`config.mk`:
```
export PLATFORM = sky130hd
export DESIGN_NAME = gpio_comm_pulpino_agent
export DESIGN_NICKNAME = d
export VERILOG_FILES = /design/src/rtl/gpio_comm_pkg.sv /design/src/rtl/gpio_comm_byte_fifo.sv /design/src/rtl/gpio_comm_pulpino_agent.sv
export SDC_FILE = /design/constraint.sdc
export NUM_CORES = 1
export LEC_CHECK = 0
export ABC_AREA = 1
export BUFFER_PORTS_ARGS = -buffer_cell sky130_fd_sc_hd__buf_2
export CAP_MARGIN = 20
export CORE_ASPECT_RATIO = 1.4
export CORE_MARGIN = 5
export CORE_UTILIZATION = 58
export CTS_CLUSTER_DIAMETER = 40
export DETAILED_ROUTE_END_ITERATION = 7
export MAX_ROUTING_LAYER = met4
export PLACE_DENSITY = 0.76
export SLEW_MARGIN = 5
export SYNTH_ARGS = -nofsm -noshare
export SYNTH_HDL_FRONTEND = slang
export SYNTH_SLANG_ARGS = --single-unit
export TNS_END_PERCENT = 10
```
`constraint.sdc`:
```
create_clock -name clk -period 6.7 [get_ports clk]
set_clock_uncertainty 0.15 [all_clocks]
set_input_delay 1.34 -clock clk [delete_from_list [all_inputs] [get_ports clk]]
set_output_delay 1.34 -clock clk [all_outputs]
set_load 0.005 [all_outputs]
```
`src/rtl/gpio_comm_pkg.sv`:
```
// Shared constants and types for the Pulpino-side GPIO byte-handshake agent.
package gpio_comm_pkg;

    localparam int unsigned TURN_TOGGLE = 0;
    localparam int unsigned TURN_LAST   = 1;
    localparam int unsigned TURN_ROOM   = 1;

    localparam int unsigned FIFO_W = 9;

    typedef enum logic [1:0] {
        StIdle    = 2'd0,
        StSetup   = 2'd1,
        StWaitAck = 2'd2
    } tx_state_e;

endpackage

```
`src/rtl/gpio_comm_byte_fifo.sv`:
```
// Synchronous FIFO with wrap-bit pointers; head entry is read straight from the storage flops.
module gpio_comm_byte_fifo #(
    parameter int unsigned pDEPTH = 16,
    parameter int unsigned pWIDTH = 9
) (
    input  logic              clk,
    input  logic              resetn,
    input  logic              i_wr,
    input  logic [pWIDTH-1:0] i_wdata,
    input  logic              i_rd,
    output logic              o_full,
    output logic              o_full_nxt,
    output logic              o_empty,
    output logic [pWIDTH-1:0] o_rdata
);

    localparam int unsigned AW = $clog2(pDEPTH);

    logic [AW:0]       r_wr_ptr;
    logic [AW:0]       r_rd_ptr;
    logic [AW:0]       w_wr_ptr_nxt;
    logic [AW:0]       w_rd_ptr_nxt;
    logic [pWIDTH-1:0] r_mem [pDEPTH];

    assign w_wr_ptr_nxt = r_wr_ptr + {{AW{1'b0}}, i_wr};
    assign w_rd_ptr_nxt = r_rd_ptr + {{AW{1'b0}}, i_rd};

    always_ff @(posedge clk or negedge resetn) begin
        if (!resetn) begin
            r_wr_ptr <= '0;
            r_rd_ptr <= '0;
            for (int i = 0; i < int'(pDEPTH); i++) begin
                r_mem[i] <= '0;
            end
        end else begin
            r_wr_ptr <= w_wr_ptr_nxt;
            r_rd_ptr <= w_rd_ptr_nxt;
            if (i_wr) begin
                r_mem[r_wr_ptr[AW-1:0]] <= i_wdata;
            end
        end
    end

    assign o_empty    = (r_wr_ptr == r_rd_ptr);
    assign o_full     = (r_wr_ptr[AW] != r_rd_ptr[AW]) &&
                        (r_wr_ptr[AW-1:0] == r_rd_ptr[AW-1:0]);
    assign o_full_nxt = (w_wr_ptr_nxt[AW] != w_rd_ptr_nxt[AW]) &&
                        (w_wr_ptr_nxt[AW-1:0] == w_rd_ptr_nxt[AW-1:0]);
    assign o_rdata    = r_mem[r_rd_ptr[AW-1:0]];

endmodule

```
`src/rtl/gpio_comm_pulpino_agent.sv`:
```
// Pulpino-side agent for the GPIO byte-handshake link: RX capture into a FIFO plus a TX FSM.
// Define GPIO_COMM_SYNC_EN to add a 2-flop synchroniser on the IO-side turn inputs.
module gpio_comm_pulpino_agent
    import gpio_comm_pkg::*;
#(
    parameter int unsigned pRX_DEPTH    = 16,
    parameter int unsigned pACK_TIMEOUT = 1023
) (
    input  logic       clk,
    input  logic       resetn,
    input  logic [7:0] gpio_data_in,
    input  logic [1:0] data_in_io_turn,
    output logic [1:0] data_in_pulpino_turn,
    output logic [7:0] gpio_data_out,
    output logic [1:0] data_out_pulpino_turn,
    input  logic       data_out_io_turn,
    output logic       rx_valid,
    input  logic       rx_ready,
    output logic [7:0] rx_data,
    output logic       rx_last,
    input  logic       tx_valid,
    output logic       tx_ready,
    input  logic [7:0] tx_data,
    input  logic       tx_last,
    output logic       rx_overflow,
    output logic       tx_timeout
);

    localparam int unsigned CW = (pACK_TIMEOUT > 0) ? $clog2(pACK_TIMEOUT + 1) : 1;
    localparam logic [CW-1:0] TMAX = CW'(pACK_TIMEOUT);
    localparam bit TO_EN = (pACK_TIMEOUT != 0);

    // {in_last, in_toggle, out_ack} as seen by the input register
    logic [2:0] w_tog_src;
    logic       w_data_ld;

    logic [7:0] r_data_in;
    logic [1:0] r_in_turn;
    logic       r_out_ack;

`ifdef GPIO_COMM_SYNC_EN
    logic [2:0] r_sync1;
    logic [2:0] r_sync2;

    always_ff @(posedge clk or negedge resetn) begin
        if (!resetn) begin
            r_sync1 <= '0;
            r_sync2 <= '0;
        end else begin
            r_sync1 <= {data_in_io_turn, data_out_io_turn};
            r_sync2 <= r_sync1;
        end
    end

    assign w_tog_src = r_sync2;
    assign w_data_ld = (w_tog_src[1] != r_in_turn[TURN_TOGGLE]);
`else
    assign w_tog_src = {data_in_io_turn, data_out_io_turn};
    assign w_data_ld = 1'b1;
`endif

    always_ff @(posedge clk or negedge resetn) begin
        if (!resetn) begin
            r_data_in <= '0;
            r_in_turn <= '0;
            r_out_ack <= 1'b0;
        end else begin
            r_in_turn <= w_tog_src[2:1];
            r_out_ack <= w_tog_src[0];
            if (w_data_ld) begin
                r_data_in <= gpio_data_in;
            end
        end
    end

    // RX capture
    logic              r_ack;
    logic              r_room;
    logic              r_overflow;
    logic              w_pending;
    logic              w_tog_change;
    logic              w_wr;
    logic              w_rd;
    logic              w_full;
    logic              w_full_nxt;
    logic              w_empty;
    logic [FIFO_W-1:0] w_head;

    assign w_pending    = (r_in_turn[TURN_TOGGLE] != r_ack);
    assign w_tog_change = (w_tog_src[1] != r_in_turn[TURN_TOGGLE]);
    assign w_rd         = rx_ready && !w_empty;
    // A read in the same cycle frees the slot, so a full FIFO can still accept
    assign w_wr         = w_pending && (!w_full || w_rd);

    gpio_comm_byte_fifo #(
        .pDEPTH (pRX_DEPTH),
        .pWIDTH (FIFO_W)
    ) u_rx_fifo (
        .clk        (clk),
        .resetn     (resetn),
        .i_wr       (w_wr),
        .i_wdata    ({r_in_turn[TURN_LAST], r_data_in}),
        .i_rd       (w_rd),
        .o_full     (w_full),
        .o_full_nxt (w_full_nxt),
        .o_empty    (w_empty),
        .o_rdata    (w_head)
    );

    always_ff @(posedge clk or negedge resetn) begin
        if (!resetn) begin
            r_ack      <= 1'b0;
            r_room     <= 1'b0;
            r_overflow <= 1'b0;
        end else begin
            r_room <= !w_full_nxt;
            if (w_wr) begin
                r_ack <= ~r_ack;
            end
            if (w_tog_change && w_pending) begin
                r_overflow <= 1'b1;
            end
        end
    end

    assign data_in_pulpino_turn[TURN_TOGGLE] = r_ack;
    assign data_in_pulpino_turn[TURN_ROOM]   = r_room;
    assign rx_valid    = !w_empty;
    assign rx_data     = w_head[7:0];
    assign rx_last     = w_head[8];
    assign rx_overflow = r_overflow;

    // TX FSM
    tx_state_e     r_state;
    tx_state_e     w_state_nxt;
    logic          w_load;
    logic          w_flip;
    logic          r_alive;
    logic [7:0]    r_tx_byte;
    logic          r_tx_last;
    logic          r_tog;
    logic          r_turn_last;
    logic [CW-1:0] r_cnt;
    logic [CW-1:0] w_cnt_inc;
    logic          r_timeout;

    always_comb begin
        w_state_nxt = r_state;
        w_load      = 1'b0;
        w_flip      = 1'b0;
        unique case (r_state)
            StIdle: begin
                if (tx_valid && r_alive) begin
                    w_load      = 1'b1;
                    w_state_nxt = StSetup;
                end
            end
            StSetup: begin
                w_flip      = 1'b1;
                w_state_nxt = StWaitAck;
            end
            StWaitAck: begin
                if (r_out_ack == r_tog) begin
                    w_state_nxt = StIdle;
                end
            end
            default: w_state_nxt = StIdle;
        endcase
    end

    assign w_cnt_inc = r_cnt + CW'(1);

    always_ff @(posedge clk or negedge resetn) begin
        if (!resetn) begin
            r_state     <= StIdle;
            r_alive     <= 1'b0;
            r_tx_byte   <= '0;
            r_tx_last   <= 1'b0;
            r_tog       <= 1'b0;
            r_turn_last <= 1'b0;
            r_cnt       <= '0;
            r_timeout   <= 1'b0;
        end else begin
            r_state <= w_state_nxt;
            r_alive <= 1'b1;
            if (w_load) begin
                r_tx_byte <= tx_data;
                r_tx_last <= tx_last;
            end
            if (w_flip) begin
                r_tog       <= ~r_tog;
                r_turn_last <= r_tx_last;
                r_cnt       <= '0;
            end else if (TO_EN && (r_state == StWaitAck) && (w_state_nxt == StWaitAck) &&
                         (r_cnt != TMAX)) begin
                r_cnt <= w_cnt_inc;
                if (w_cnt_inc == TMAX) begin
                    r_timeout <= 1'b1;
                end
            end
        end
    end

    assign tx_ready      = r_alive && (r_state == StIdle);
    assign gpio_data_out = r_tx_byte;
    assign data_out_pulpino_turn[TURN_TOGGLE] = r_tog;
    assign data_out_pulpino_turn[TURN_LAST]   = r_turn_last;
    assign tx_timeout    = r_timeout;

endmodule

```
Word level (Yosys, flattened, before mapping)
Index checks and enable logic that the tools add are counted.

Output and inout bits: 25. Input port bits: 24. Register bits after elaboration: 193.

Bitwise logic cells: 5. $lt $le $gt $ge: 3. Reduce and logical (&&, ||, !) cells: 17. Equality and inequality tests: 13. Muxes and demuxes: 14. Add/sub/neg operators: 3.

Operator list (count): $bwmux W144 (1); $bmux W9 S4 (1); $demux W9 S4 (1); $mux W9 (3); $mux W10 (2); $add A10 B1 Y10 const B (1); $add A5 B1 Y5 (2); $eq A10 B10 Y1 const B (1); $ge A5 B5 Y1 const B (2); $logic_and A1 B1 Y1 (10); $ne A10 B10 Y1 const B (1); $not A4 Y5 (2); $eq A4 B4 Y1 (2); $pmux W2 S3 (1); $eq A5 B5 Y1 (1); $lt A5 B1 Y1 const B (1); $eq A2 B2 Y1 const B (2); $mux W2 (2); $ne A1 B1 Y1 (4); $logic_not A1 Y1 (3); $mux W1 (3); $not A1 Y1 (3); $reduce_and A3 Y1 (1); $eq A2 B1 Y1 const B (1); 4 further kinds (4).

Depth between registers and ports, before layout
Gate-level depths: netlist of the first run.

Word-level depth: 9. Mapped depth: 14. Depth with buffers taken out: 12.

Modules after synthesis
Synthesis of the first run repeated with hierarchy kept, for this count alone.

Cell total of the unflattened synthesis: 1085. Area, all modules: 9029.9 um^2.

By module, submodules not included: gpio_comm_byte_fifo (times used 1, seq. area each 3853.7 um^2, cells an instance 908, area each 7330.8 um^2); gpio_comm_pulpino_agent (times used 1, seq. area each 975.9 um^2, cells an instance 177, area each 1699.1 um^2).

Worst setup path before layout of the first run
OpenSTA, ideal clock, no wires.

Path type: input -> register. Start: input rx_ready. End: register r_room. Arrival time: 2794 ps. Buffers on the path: 2. Data required time: 6421 ps. Stages on the path: 12. Setup slack: 3627 ps. Path through: nor2_1 > nand3_2 > buf_6 > buf_8 > nand2_1 > inv_1 > ha_1 > ha_1 > xor2_1 > nor2_1 > nor3_1 > nand3_1.

Longest elaborated chain between the ends: 7. Elaborated cells between the ends (all ways): 9. Those cells by class: add/sub (2); eq/ne (2); reduce/logical (5).

Ends and longest elaborated chain: start: declaration (RTL line gpio_comm_pulpino_agent.sv:18) `input logic rx_ready,`; $logic_and A1 B1 Y1 (RTL line gpio_comm_pulpino_agent.sv:91) `assign w_rd = rx_ready && !w_empty;`; $logic_or A1 B1 Y1 (RTL line gpio_comm_pulpino_agent.sv:93) `assign w_wr = w_pending && (!w_full || w_rd);`; $logic_and A1 B1 Y1 (RTL line gpio_comm_pulpino_agent.sv:93); via u_rx_fifo.i_wr (RTL line gpio_comm_byte_fifo.sv:8) `input logic i_wr,`; $add A5 B1 Y5 (RTL line gpio_comm_byte_fifo.sv:25) `assign w_wr_ptr_nxt = r_wr_ptr + {{AW{1'b0}}, i_wr};`; via u_rx_fifo.w_wr_ptr_nxt[2] (RTL line gpio_comm_byte_fifo.sv:21) `logic [AW:0] w_wr_ptr_nxt;`; $eq A4 B4 Y1 (RTL line gpio_comm_byte_fifo.sv:48) `(w_wr_ptr_nxt[AW-1:0] == w_rd_ptr_nxt[AW-1:0]);`; $logic_and A1 B1 Y1 (RTL line gpio_comm_byte_fifo.sv:47) `assign o_full_nxt = (w_wr_ptr_nxt[AW] != w_rd_ptr_nxt[AW]) &&`; $logic_not A1 Y1 (RTL line gpio_comm_pulpino_agent.sv:116) `r_room <= !w_full_nxt;`; end signal: assignment (RTL line gpio_comm_pulpino_agent.sv:116); end: declaration (RTL line gpio_comm_pulpino_agent.sv:78) `logic r_room;`.

The timed path passes the listed nets, and every way through them passes these cells. A chain may end at the register's enable or synchronous reset.

Worst setup path after layout of the first run
Start: register u_rx_fifo.r_rd_ptr[0]. End: output rx_last.

Longest elaborated chain between the ends: 4.

Ends and longest elaborated chain: start: declaration (RTL line gpio_comm_byte_fifo.sv:20) `logic [AW:0] r_rd_ptr;`; start signal: assignment (RTL line gpio_comm_byte_fifo.sv:37) `r_rd_ptr <= w_rd_ptr_nxt;`; $not A4 Y5 (implied by the code) (RTL line gpio_comm_byte_fifo.sv:49) `assign o_rdata = r_mem[r_rd_ptr[AW-1:0]];`; $bmux W9 S4 (RTL line gpio_comm_byte_fifo.sv:49); $mux W9 (implied by the code) (2 in a row) (RTL line gpio_comm_byte_fifo.sv:49); end: declaration (RTL line gpio_comm_pulpino_agent.sv:20) `output logic rx_last,`.

No other way between the ends. The select of a mux whose other input is x is not followed.

==> parameters.txt, run 1 <==
Parameter                              Value

Die
  Number of standard-cell rows in the floorplan    54
  I/O pin count    49
  Initial standard-cell utilization of the core    0.5891
  Die extent in x    ~120 um
  Area of the core region    about 16000 sq um
  Die area    between 15000 and 20000 sq um
  Y dimension of the die    ~160 um

Detailed routing
  WL final    20.86 mm
  Residual DRC    0
  Vias per inst    between 5 and 6
  Total iterations of the first detailed-routing run    5
  Total number of vias    6905
  Number of DRC markers in iteration 0    approximately 670
  M1 wire length    roughly 9.1 mm
  Routed length on met2    10.52 mm
  Remaining antenna violation count after routing    0
  Routed WL per cell    16.99 um
  DR WL met3    801 um
  Uppermost signal routing layer after detailed routing    met4

Power
  Power density cells    roughly 480 nW/um^2
  Worst IR Drop VDD    0.2426 mV
  Total design power    approximately 4700 uW
  Total leakage power    about 0.0046 uW

Layout
  Layout area overhead    7.771%
  Filler Cells Inserted    roughly 1300
  Diode insertion count for antenna repair    0
  Non-filler instance count after layout    1228
  Fraction of layout cells with a size suffix above 1    0.1831
  Number of nets in the layout    1049

Critical path
  Arrival time at the worst endpoint    ~3000 ps
  List of cells traversed by the critical path    buf_4 > inv_2 > buf_4 > nor2_1 > nor2_1 > o21ai_0 > o21ai_1 > o211ai_1 > nand2_1 > buf_2
  Worst R2R Setup Slack    between 3000 and 4000 ps
  Setup crit start    u_rx_fifo.r_rd_ptr[0]$_DFF_PN0_
  Required time of the critical path    roughly 5200 ps
  Crit end category    output port
  Startpoint type of the worst setup path    flip-flop
  Maximum fanout along the worst path    78
  Maximum cell stage delay along the critical path    about 560 ps
  Cell depth of the worst flop-to-flop path    12
  Worst r2r dst    r_room$_DFF_PN0_
  Critical register-to-register path startpoint    u_rx_fifo.r_rd_ptr[0]$_DFF_PN0_
  Worst Setup Path Type    reg -> out
  Slowest cell on crit path    buf_4

Clocking
  Clock sinks    about 190
  Number of cells upsized or downsized after cts    0
  Clock transition at the registers of the reported paths    70 ps
  Total setup buffers inserted after CTS    0
  Clock buffer depth    2
  Cts-stage hold buffer count    0
  TritonCTS clock tree    yes
  Source-to-sink clock delay at the later pin of the worst-skew pair    around 430 ps
  H-tree level count    4
  Root buffer selected by CTS    clkbuf_16
  Total clock buffers created by CTS    17

Timing
  Shortest clock period the worst path allows after layout    ~4500 ps
  Final total negative setup slack    0 ps
  Achievable clock frequency    between 200 and 250 MHz
  Slew at the pin closest to its max-slew limit    roughly 940 ps
  Tightest hold margin    around 300 ps
  Setup repair after global routing missed its margin    no
  Total of endpoints with negative setup slack in the final report    0
  Final Hold Viols    0
  Share of the cycle needed by the critical path after routing    0.6720
  Remaining max-slew budget at the tightest pin    0.3701
  Number of pins with negative max-slew slack in the final report    0

Yosys
  Compound-cell area share of the yosys netlist    0.1942
  Simple-gate portion of the synthesized area    0.1897
  Number of enable flip-flop cells after synthesis    0
  Post-synthesis instance area    about 9000 sq um
  Mux cell area share after synthesis    0
  Main flop type after synthesis    dfrtp_1
  Mapped Cells    between 1000 and 1500
  XOR/XNOR share of the synthesized area    0.02014
  Post-synthesis area per instance    approximately 9 sq um
  Sequential cell area fraction in the yosys report    0.5253
  YS warnings    0
  Largest family of logic cells by synthesized area    compound AO/OA/AOI/OAI gates
  Number of unique standard cell types used by synthesis    35
  Register bit total from synthesis    193
  Net count after synthesis    1038
  Share of flip-flops with an asynchronous set or reset after synthesis    1.000
  Adder-cell share of the synthesized area    0.008165

Global routing
  Vias in the first global route    roughly 6600
  Final global-route overflow total    0
  Global-route wire length before repair    34.97 mm
  Maximum number of pins on one net before global-route repair    around 80
  Global-route usage over all layers    0.2451
  Number of antenna violations at the first check in global routing    0

Worst hold path
  HP Start    rx_overflow$_DFFE_PN0P_
  Hold Path Stages    1
  Worst hold path type    reg -> reg
  Capture endpoint of the worst hold path    rx_overflow$_DFFE_PN0P_

Place
  Dpl hpwl    approximately 13 mm
  Final weighted congestion in routability-driven placement    a little over 0.8
  Number of port buffers    48
  Placed cell count    around 1200

Flow run
  Maxcap violations    0

Status
  Status    finished, final reports clean
[sequential cells by signal (all words and copies together) (netlist names)]
signal,flops
u_rx_fifo.r_wr_ptr,5
u_rx_fifo.r_rd_ptr,5
r_turn_last,1
r_alive,1
tx_timeout,1
gpio_data_out,8
r_state,2
r_cnt,10
rx_overflow,1
r_room,1
r_tog,1
u_rx_fifo.r_mem,144
r_data_in,8
r_ack,1
r_out_ack,1
r_in_turn,2
r_tx_last,1
[cell families after synthesis]
logic type,after synthesis
AND/OR/NAND/NOR,402
flip-flops,193
other,1
adder cells (fa/ha/maj),6
buffers and inverters,104
AO/OA/AOI/OAI,283
XOR/XNOR,19
[cells in the mapped netlist, types with 6 or more instances]
cell / instances / share of area
nand3_1: 23 / 0.013
nand3_2: 9 / 0.0098
o21ai_0: 158 / 0.086
o21ai_1: 8 / 0.0044
xor2_1: 12 / 0.011
nand2_2: 8 / 0.0054
dfrtp_1: 193 / 0.53
o21ai_2: 72 / 0.069
buf_6: 17 / 0.021
nand2_1: 213 / 0.087
clkbuf_1: 32 / 0.013
ha_1: 6 / 0.0082
nand3_4: 8 / 0.015
xnor2_1: 6 / 0.0057
inv_1: 39 / 0.016
nor2_1: 133 / 0.054
o211ai_1: 36 / 0.029
[power breakdown]
part	switching, uW	internal [uW]	total [uW]
registers	278	1620	1900
clock network	454	540	994
logic	1170	689	1860
[worst max path at each step]
stage                             endpoint  slack, ps  cells past startpoint
final                              rx_last       2200                     10
after global routing               rx_last       2050                     10
after CTS                          rx_last       2260                     10
after detailed placement           rx_last       2740                     10
after global placement             rx_last       2720                     10
after floorplan           r_room$_DFF_PN0_       3630                     12
[critical path, delay by kind of cell (launching register included)]
kind / cells / cell delay [ps]
AOI/OAI and AO/OA: 3 / 440
buffers and inverters: 4 / 1410
DFF: 1 / 340
and+or+nand+nor: 3 / 340
[layout by cell type, fill, tap and decap left out, types with 9 or more instances in the layout]
master	n
nand3_2	9
buf_2	47
inv_1	39
o21ai_0	158
o21ai_2	72
xor2_1	12
dfrtp_1	191
o211ai_1	36
nand2_1	213
nor2_1	133
nand3_1	23
clkbuf_16	17
[layer usage]
layer	up-vias	GRT usage
met3	25	0.03498
met4	0	0.07230
li1	3371	-
met2	172	0.3846
met5	-	-
met1	3337	0.3323
[layout make-up]
cell class / instances / area (sq um) / share of cell area
flip-flops and latches: 193 / 4832 / 0.4877
multi-input cells: 711 / 3794 / 0.3829
clock buffers: 20 / 456.7 / 0.04609
repair buffers: 55 / 301.5 / 0.03043
well taps: 196 / 245.2 / 0.02475
inverters: 41 / 153.9 / 0.01553
clock inverters: 12 / 125.1 / 0.01263
[stage by stage]
step / area, sq um / util / worst slack, ps
6_report: 9908 / 0.6348 / 2198
2_1_floorplan: 9194 / - / 3627
3_5_place_dp: 9326 / 0.5976 / 2735
3_3_place_gp: 9326 / 0.5976 / 2721
4_1_cts: 9908 / 0.6348 / 2255
5_1_grt: 9908 / 0.6348 / 2049
Power figures use the tool's default switching activity.
==> run 2, diff against run 1 <==
Clock period 6.7 ns to 4.6 ns, I/O delays scaled along.
==> parameters.txt, run 2 (synthesis gave the netlist of run 1 again) <==
Parameter                              Value

Detailed routing
  Routed WL per cell    around 17 um
  Vias per inst    5.690
  Total iterations of the first detailed-routing run    5
  Remaining antenna violation count after routing    0
  Number of DRC markers in iteration 0    646
  Residual DRC    0
  WL final    approximately 21 mm
  Total number of vias    ~7000

Layout
  Utilization after layout    0.6374
  Highest-count cells in the layout ignoring fill and taps    nand2_1 (213), dfrtp_1 (191), o21ai_0 (158), nor2_1 (133), o21ai_2 (72)
  Most frequent standard cell in the layout excluding fill and tap cells    nand2_1
  Number of nets in the layout    roughly 1100
  Diode insertion count for antenna repair    0
  Most flop-heavy register    u_rx_fifo.r_mem
  Fraction of layout cells with a size suffix above 1    0.1865
  Largest register FFs    ~140
  Filler Cells Inserted    between 1000 and 1500
  Layout area overhead    8.206%
  Leading registers by flop count    u_rx_fifo.r_mem x144, r_cnt x10

Critical path
  Worst r2r dst    r_room$_DFF_PN0_
  Critical register-to-register path startpoint    u_rx_fifo.r_rd_ptr[0]$_DFF_PN0_
  Maximum cell stage delay along the critical path    610 ps
  Worst R2R Setup Slack    1240 ps
  Worst Setup Path Type    reg -> out
  Crit end category    output port
  Cell depth of the worst flop-to-flop path    12
  Startpoint type of the worst setup path    flip-flop
  Maximum fanout along the worst path    41
  List of cells traversed by the critical path    inv_2 > buf_4 > nor2_1 > nor2_1 > o21ai_0 > o211ai_1 > o211ai_1 > nand2_1 > buf_2
  Slowest cell on crit path    inv_2
  Required time of the critical path    3530 ps
  Arrival time at the worst endpoint    2560 ps

Clocking
  Root buffer selected by CTS    clkbuf_16
  Cts-stage hold buffer count    0
  Source-to-sink clock delay at the later pin of the worst-skew pair    440 ps
  Clock buffer depth    2
  Number of cells upsized or downsized after cts    0
  Total clock buffers created by CTS    17
  TritonCTS clock tree    yes
  Clock transition at the registers of the reported paths    roughly 80 ps
  H-tree level count    4
  Clock sinks    roughly 190
  Total setup buffers inserted after CTS    0

Power
  Worst IR Drop VDD    around 0.43 mV
  Fraction of power spent switching nets    0.4099
  Register share of total power    0.403
  Combinational power share    0.387
  Total leakage power    around 0.0046 uW
  Switching power    2853 uW
  Clock share of power    0.210
  Power density cells    699.6 nW/um^2
  Internal power of the cells    between 4000 and 5000 uW

Die
  Y dimension of the die    roughly 160 um
  Number of standard-cell rows in the floorplan    54
  Initial standard-cell utilization of the core    0.5891
  Die extent in x    about 120 um
  Die area    roughly 19000 sq um
  Area of the core region    between 15000 and 20000 sq um
  I/O pin count    49

Global routing
  Maximum number of pins on one net before global-route repair    114
  Global-route usage over all layers    0.2424
  Vias in the first global route    between 6000 and 7000
  Final global-route overflow total    0
  Global-route wire length before repair    ~34 mm
  Number of antenna violations at the first check in global routing    0

Timing
  Total of endpoints with negative setup slack in the final report    0
  Final Hold Viols    0
  Remaining max-slew budget at the tightest pin    0.4345
  Achievable clock frequency    275.3 MHz
  Slew at the pin closest to its max-slew limit    847.1 ps
  Number of pins with negative max-slew slack in the final report    0
  Setup repair after global routing missed its margin    no
  Share of the cycle needed by the critical path after routing    0.7895
  Shortest clock period the worst path allows after layout    ~3600 ps
  Final total negative setup slack    0 ps

Place
  Final weighted congestion in routability-driven placement    ~0.8
  Dpl hpwl    ~13 mm
  Number of port buffers    48

Status
  Status    finished, final reports clean

Flow run
  Maxcap violations    0

Worst hold path
  Worst hold path type    in -> async
==> run 2: cell types whose count changed in the layout (fill, tap and decap cells not counted), sizes merged <==
cell | before | now
inv | 44 | 49
buf | 54 | 57
clkbuf | 21 | 18
clkinvlp | 4 | 2
bufinv | 1 | 0
clkinv | 4 | 5
==> run 2: how the worst max path moves through the flow <==
stage                                    startpoint                to  slack (ps)
floorplan                                  rx_ready  r_room$_DFF_PN0_        1950
global placement    u_rx_fifo.r_rd_ptr[0]$_DFF_PN0_  r_room$_DFF_PN0_        1310
finish              u_rx_fifo.r_rd_ptr[0]$_DFF_PN0_           rx_last         970
CTS                 u_rx_fifo.r_rd_ptr[0]$_DFF_PN0_           rx_last        1000
global route        u_rx_fifo.r_rd_ptr[0]$_DFF_PN0_        rx_data[3]         830
detailed placement  u_rx_fifo.r_rd_ptr[0]$_DFF_PN0_  r_room$_DFF_PN0_        1230
==> run 2: critical path, delay by kind of cell, from the launching register on <==
kind            cells  cell delay (ps)
simple gates        3              260
compound gates      3              360
flops               1              410
buf+inv             3             1090
==> run 2: layout make-up <==
class / instances / area [sq um] / share of cell area
Sequential cell: 193 / 4832 / 0.4857
Multi-Input combinational cell: 711 / 3794 / 0.3813
Clock inverter: 15 / 161.4 / 0.01622
Timing Repair Buffer: 58 / 336.6 / 0.03383
Tap cell: 196 / 245.2 / 0.02465
Inverter: 41 / 153.9 / 0.01547
Clock buffer: 17 / 425.4 / 0.04276
==> run 2: per-layer routing <==
| metal | vias to the layer above | share of wire | global-route usage |
|---|---|---|---|
| li1 | 3378 | - | - |
| met1 | 3402 | 0.42 | 0.3167 |
| met2 | 197 | 0.52 | 0.3880 |
| met3 | 27 | 0.044 | 0.03878 |
| met4 | 0 | 0.017 | 0.07546 |
| met5 | - | 0 | - |
==> run 2: power groups by stage <==
stage	sequential [uW]	combinational [uW]	clock (uW)
finish	2810	2690	1460
global route	2890	3030	1560
CTS	2800	2700	1480
detailed placement	2830	2680	0
global placement	2810	2600	0
floorplan	2670	2100	0
==> run 2: per-stage QoR <==
stage	instances	power, uW	hold WS (ps)	setup WS, ps	area, sq um
2_1_floorplan	1008	4770	297.8	1947	9194
3_3_place_gp	1199	5408	287.2	1314	9361
3_5_place_dp	1199	5504	298.0	1230	9361
4_1_cts	1231	6985	190.7	995.6	9948
5_1_grt	1231	7479	192.8	834.9	9948
6_report	1231	6960	194.5	968.1	9948
